[config.mk]
export PLATFORM = sky130hd
export DESIGN_NAME = push_conditioner
export DESIGN_NICKNAME = d
export VERILOG_FILES = /design/src/rtl/push_conditioner.sv
export SDC_FILE = /design/constraint.sdc
export NUM_CORES = 1
export LEC_CHECK = 0
export CORE_UTILIZATION = 50
export CTS_CLUSTER_SIZE = 25
export DETAILED_ROUTE_END_ITERATION = 7
export PLACE_DENSITY = 0.72
export SLEW_MARGIN = 20
export SYNTH_ARGS = -nofsm -noshare
export SYNTH_HDL_FRONTEND = slang
export SYNTH_SLANG_ARGS = --single-unit
[constraint.sdc]
create_clock -name clk -period 3 [get_ports clk]
set_input_delay 0.45 -clock clk [delete_from_list [all_inputs] [get_ports clk]]
set_output_delay 0.45 -clock clk [all_outputs]
set_load 0.01 [all_outputs]
[src/rtl/push_conditioner.sv]
// Push-button conditioner: four-state debouncer with press/release strobes and a saturating press counter.
// Optional auto-repeat while held is enabled by defining PUSH_AUTOREPEAT_EN.
module push_conditioner #(
    parameter int unsigned DEBOUNCE_CYCLES = 16,
    parameter int unsigned REPEAT_CYCLES   = 256
) (
    input  logic       clk,
    input  logic       rst,
    input  logic       sypush,
    input  logic       en,
    output logic       press_pulse,
    output logic       release_pulse,
    output logic       held,
    output logic [7:0] press_count
);

    typedef enum logic [1:0] {
        IDLE       = 2'd0,
        DB_PRESS   = 2'd1,
        HELD       = 2'd2,
        DB_RELEASE = 2'd3
    } state_t;

    localparam logic [15:0] DB_LAST = 16'(DEBOUNCE_CYCLES - 1);

    if (DEBOUNCE_CYCLES < 2 || DEBOUNCE_CYCLES > 65535 ||
        REPEAT_CYCLES < 2 || REPEAT_CYCLES > 65535) begin : g_param_check
        $error("push_conditioner: DEBOUNCE_CYCLES/REPEAT_CYCLES out of range 2..65535");
    end

    state_t      state_q, state_d;
    logic [15:0] cnt_q, cnt_d;
    logic        press_d, release_d, held_d;
    logic [7:0]  count_d;

`ifdef PUSH_AUTOREPEAT_EN
    localparam logic [15:0] REP_LAST = 16'(REPEAT_CYCLES - 1);
    logic [15:0] rep_q, rep_d;

    // Repeat counter runs only while staying in HELD; any other path restarts it.
    always_comb begin
        rep_d = 16'd0;
        if (state_q == HELD && sypush) begin
            rep_d = (rep_q == REP_LAST) ? 16'd0 : rep_q + 16'd1;
        end else begin
            rep_d = 16'd0;
        end
    end

    // Repeat counter register.
    always_ff @(posedge clk or negedge rst) begin
        if (!rst) begin
            rep_q <= 16'd0;
        end else begin
            rep_q <= rep_d;
        end
    end
`endif

    // State and debounce counter register.
    always_ff @(posedge clk or negedge rst) begin
        if (!rst) begin
            state_q <= IDLE;
            cnt_q   <= 16'd0;
        end else begin
            state_q <= state_d;
            cnt_q   <= cnt_d;
        end
    end

    // Next-state logic; cnt counts stable samples inside the two debounce states.
    always_comb begin
        state_d = state_q;
        cnt_d   = 16'd0;
        case (state_q)
            IDLE: begin
                state_d = sypush ? DB_PRESS : IDLE;
            end
            DB_PRESS: begin
                if (!sypush) begin
                    state_d = IDLE;
                end else if (cnt_q == DB_LAST) begin
                    state_d = HELD;
                end else begin
                    cnt_d = cnt_q + 16'd1;
                end
            end
            HELD: begin
                state_d = sypush ? HELD : DB_RELEASE;
            end
            DB_RELEASE: begin
                if (sypush) begin
                    state_d = HELD;
                end else if (cnt_q == DB_LAST) begin
                    state_d = IDLE;
                end else begin
                    cnt_d = cnt_q + 16'd1;
                end
            end
            default: begin
                state_d = IDLE;
            end
        endcase
    end

    // Output decode; strobes are gated by en but the FSM never is.
    always_comb begin
        press_d   = 1'b0;
        release_d = 1'b0;
        if (state_q == DB_PRESS && sypush && cnt_q == DB_LAST) begin
            press_d = en;
`ifdef PUSH_AUTOREPEAT_EN
        end else if (state_q == HELD && sypush && rep_q == REP_LAST) begin
            press_d = en;
`endif
        end else if (state_q == DB_RELEASE && !sypush && cnt_q == DB_LAST) begin
            release_d = en;
        end else begin
            press_d   = 1'b0;
            release_d = 1'b0;
        end
        held_d = (state_d == HELD) || (state_d == DB_RELEASE);
        if (press_d && press_count != 8'hFF) begin
            count_d = press_count + 8'd1;
        end else begin
            count_d = press_count;
        end
    end

    // Registered outputs.
    always_ff @(posedge clk or negedge rst) begin
        if (!rst) begin
            press_pulse   <= 1'b0;
            release_pulse <= 1'b0;
            held          <= 1'b0;
            press_count   <= 8'd0;
        end else begin
            press_pulse   <= press_d;
            release_pulse <= release_d;
            held          <= held_d;
            press_count   <= count_d;
        end
    end

endmodule

* Word-level counts from Yosys, hierarchy flattened
Index checks and enable logic that the tools add are counted.
** Storage, ports and cells
- Memories kept :: 0
- Output and inout port bits :: 11
- Logic and storage cells :: 37
- Register bits after elaboration :: 29
- Memory bits (writable) :: 0
- Bits of input ports :: 4
- Bits in latches :: 0
- ROM bits :: 0
** Operators by class
- $lt $le $gt $ge :: 0
- $mul :: 0
- Bitwise operators :: 0
- Shifts and indexed selects :: 0
- Equal/unequal tests :: 7
- Div/mod/pow operators :: 0
- Reduce and logical (&&, ||, !) cells :: 8
- $add $sub $neg :: 2
- Muxes and demuxes :: 14
** Operators with widths (count)
- $mux W16 :: 3
- $pmux W16 S2 :: 1
- $add A16 B1 Y16 const B :: 1
- $eq A16 B4 Y1 const B :: 1
- $add A8 B1 Y8 const B :: 1
- $eq A2 B2 Y1 const B :: 4
- $mux W2 :: 4
- $ne A8 B8 Y1 const B :: 1
- $pmux W2 S4 :: 1
- $logic_and A1 B1 Y1 :: 5
- $mux W1 :: 5
- $eq A2 B1 Y1 const B :: 1
- $logic_not A2 Y1 :: 1
- $logic_not A1 Y1 :: 1
- $logic_or A1 B1 Y1 :: 1

* Logic depth before layout (Yosys ltp)
- Depth after elaboration :: 6
- Mapped depth :: 6
- Depth with buffers taken out :: 5

* Worst setup path after synthesis
No wires, ideal clock.
- Path kind :: flip-flop to flip-flop
- Start :: register cnt_q[8]
- End :: register press_count[7]
- Arrival :: 2.206 ns
- Library setup time :: 0.128 ns
- Data required time :: 2.872 ns
- Path slack :: 0.666 ns
- Stages on the path, launching flop included :: 6
- Path through :: dfrtp_1 -> or4_4 -> or4_4 -> buf_6 -> nor4_4 -> mux2_1
** Between the ends
- Word-level cells in the longest chain between the ends :: 4
** RTL lines
- start, declared :: line 32 : logic [15:0] cnt_q, cnt_d;
- start signal, assigned :: line 67 : cnt_q <= cnt_d;
- $eq A16 B4 Y1 :: line 110 : if (state_q == DB_PRESS && sypush && cnt_q == DB_LAST) begin
- $logic_and A1 B1 Y1 :: line 110
- $mux W1 :: line 110
- $logic_and A1 B1 Y1 :: line 123 : if (press_d && press_count != 8'hFF) begin
- end signal, assigned :: line 141 : press_count <= count_d;
- end, declared :: line 14 : output logic [7:0] press_count
Every way passes these cells.
A chain may end at the register's enable or synchronous reset.

* Worst setup path after layout
- Start :: register cnt_q[4]
- End :: register press_count[7]
The elaborated chain is that of the path after synthesis.

==> summary.log <==
qor: status.outcome complete, no violations
qor: global_routing.antenna_violations_before_repair 0
qor: sta.timing.final.hold_violations 0
qor: clock_network.cts_buffer_depth 2
qor: synth.number_of_nets_in_the_synthesized_netlist 142
qor: critical_path.timing.critical_path.fanout_max 8
qor: critical_path.cp-end-kind flip-flop
qor: floorplanning.die_w 55.7 um
qor: sta.finalClockSkew 8.19 ps
qor: global_routing.global_route.overflow_total 0
qor: routing.avgRoutedWirePerCell 13.8 um
qor: synth.avgSynthCellArea 10.6 um^2
qor: floorplanning.initial_core_util 52.7%
qor: finish.postLayoutCellArea 1660 um^2
qor: power.powerDensity 401 nW/um^2
qor: routing.detail-route-antenna-nets 0
qor: sta.tightestPinTransition 585 ps
qor: critical_path.slowest_stage_delay_cp 620 ps
qor: sta.maximum_operating_frequency 422 MHz
qor: critical_path.timing.critical_path.cells or4_1, or4_4, nor4_4, mux2_1
qor: flow_run.drv.max_cap_violation_count 0
qor: critical_path.worst_r2r_endpoint press_count[7]
qor: global_routing.grt_max_degree 30
qor: synth.synth_common_cells dfrtp_1 (29), nor2_1 (19), xnor2_1 (12), nand3_1 (11), nor3_1 (8)
qor: sta.timing.final.setup_violations 0
qor: synth.synth_edf_count 0
qor: sta.grt_setup_unrepaired false
qor: power.vdd.ir_drop.worst 0.000302 V
qor: placement.placed_area 1610 um^2
qor: synth.top_cell_type_s_share_of_synthesized_area 50.4%
qor: critical_path.rr_startpoint cnt_q[4]
qor: sta.final_setup_tns 0 ps
qor: finish.layout-area-overhead-vs-synth 15.5%
qor: synth.synthFlopType dfrtp_1
qor: sta.slew_viol_final 0
qor: synth.synth.largest_area_cell dfrtp_1
qor: sta.final_min_period_over_clock_period 79.0%
qor: synth.yosys_warnings 0
qor: clock_network.cts_tree done
qor: placement.post-dp-hpwl 1.82 mm
qor: synth.synth_async_sr_flop_share 100%
qor: routing.drtPass1Iterations 4
qor: synth.synth_sequential_area_ratio 50.4%
qor: global_routing.grt_pass1_vias 1,057
qor: floorplanning.io_pins 15
qor: clock_network.numClockSinks 29
qor: synth.yosys-top-cells-area dfrtp_1 (50%), xnor2_1 (7.3%), nor2_1 (5.0%)
qor: clock_network.root_buffer clkbuf_4
qor: clock_network.cts.repair_timing.setup_buffer_count 0
qor: finish.layout-drive-gt1-share 10.8%
qor: critical_path.worstSetupPathType reg -> reg
qor: floorplanning.num_rows 19
qor: clock_network.clk_latency 320 ps
qor: finish.antenna_cells 0
qor: clock_network.postCtsHoldBufs 0
qor: finish.final.fill_count 234
qor: synth.yosysUniqueCellTypes 30
qor: worst_hold_path.hold_path_class in -> async
qor: placement.port_buffers 14
qor: global_routing.global_route_wire_length_before_repair 4.66 mm
qor: synth.ys_seq_elements 29
qor: routing.vias_per_cell 5.70
qor: finish.layout.nets 162
qor: routing.totalWireLength 2.59 mm
qor: sta.final_period_minus_worst_setup_slack 2370 ps
qor: routing.vias 1,071
qor: critical_path.rrSetupSlack 630 ps
qor: critical_path.timing.critical_path.from_type flip-flop
qor: floorplanning.fp.coreArea 2730 um^2
qor: floorplanning.die_height 55.7 um
qor: synth.postSynthCellCount 136
qor: floorplanning.fp.dieArea 3100 um^2
qor: clock_network.cts.htree.levels 2
qor: synth.synth.most_common_cell dfrtp_1
qor: global_routing.grt.total_usage 19.7%
qor: critical_path.cp_required 3210 ps
qor: clock_network.postCtsResizedCells 0
qor: critical_path.depth_of_the_worst_register_to_register_path 4
qor: power.p_leak 0.000679 uW
qor: clock_network.cts_inserted_buffers 5
qor: routing.drt_iter0_markers 30
qor: critical_path.timing.critical_path.arrival 2580 ps
qor: synth.mappedNetlistArea 1440 um^2
qor: critical_path.cp_slowest_cell or4_4
qor: sta.timing.max_slew.rel_slack 60.9%
qor: placement.gp_congestion 0.847
qor: routing.drc 0
qor: clock_network.cts.clk_slew.worst_paths 90 ps
[critical path: cells and delay by family, from the launching register on]
family | cells | cell delay (ps)
flops | 1 | 430
mux | 1 | 340
simple gates | 3 | 1480
[state kept, by name, summed over array words and instances, names as in the netlist]
signal,cells
cnt_q,16
held,1
press_count,8
press_pulse,1
release_pulse,1
state_q,2
[final cells by class]
class | count | area [um^2] | area share, %
well taps | 31 | 38.8 | 2.33
repair buffers | 15 | 148 | 8.88
flip-flops and latches | 29 | 726 | 43.6
multi-input cells | 99 | 677 | 40.7
clock buffers | 6 | 41.3 | 2.48
clock inverters | 2 | 10.0 | 0.602
inverters | 6 | 22.5 | 1.35
[logic make-up after synthesis]
group	Yosys count	share of synthesized area, %
DFF	29	50.4
and+or+nand+nor	71	28.9
buffers and inverters	8	2.61
adders and majority gates	2	1.74
AOI/OAI and AO/OA	2	0.869
muxes	5	3.91
xor gates and xnor gates	19	11.6
[metal layers]
layer	global-route usage, %	wire [um]	vias to the layer above
met5	0	0	-
met3	5.58	101	5
met4	10.7	46	0
met2	32.7	1280	20
met1	22.9	1170	527
li1	-	-	519
[power by group]
group,switching (uW),internal [uW]
sequential,8.84,398
combinational,25.1,17.0
clock,129,89.0
total,163,504
[layout by cell type, fill, tap and decap left out, types with 2 or more instances in the layout]
master	n
xnor2_1	12
clkdlybuf4s50_1	14
inv_1	6
nor4_1	3
clkbuf_4	5
dfrtp_1	29
xor2_1	7
or4_1	5
mux2_1	3
nand2_1	5
ha_1	2
nor3_1	8
nand4_1	7
clkinv_2	2
or4_4	2
mux2_2	2
nand3_1	11
nor2_1	19
[worst max-delay path by stage]
stage	from	endpoint	slack, ps	cells after the start
finish	cnt_q[4]	press_count[7]	630	4
detailed placement	cnt_q[4]	press_count[7]	640	4
CTS	cnt_q[4]	press_count[7]	630	4
floorplan	cnt_q[8]	press_count[7]	670	5
global route	cnt_q[4]	press_count[7]	540	4
global placement	cnt_q[4]	press_count[7]	680	4
[metrics by stage]
stage          hold slack [ps]  util [%]  power (uW)  setup slack (ps)  std cells
6_report                   497      60.8         667               631        188
5_1_grt                    538      60.8         702               544        188
4_1_cts                    496      60.8         680               629        188
3_5_place_dp               484      58.9         458               639        180
3_3_place_gp               468      58.9         456               675        180
2_1_floorplan              154         -         432               666        136
(Power assumes the default switching activity.)
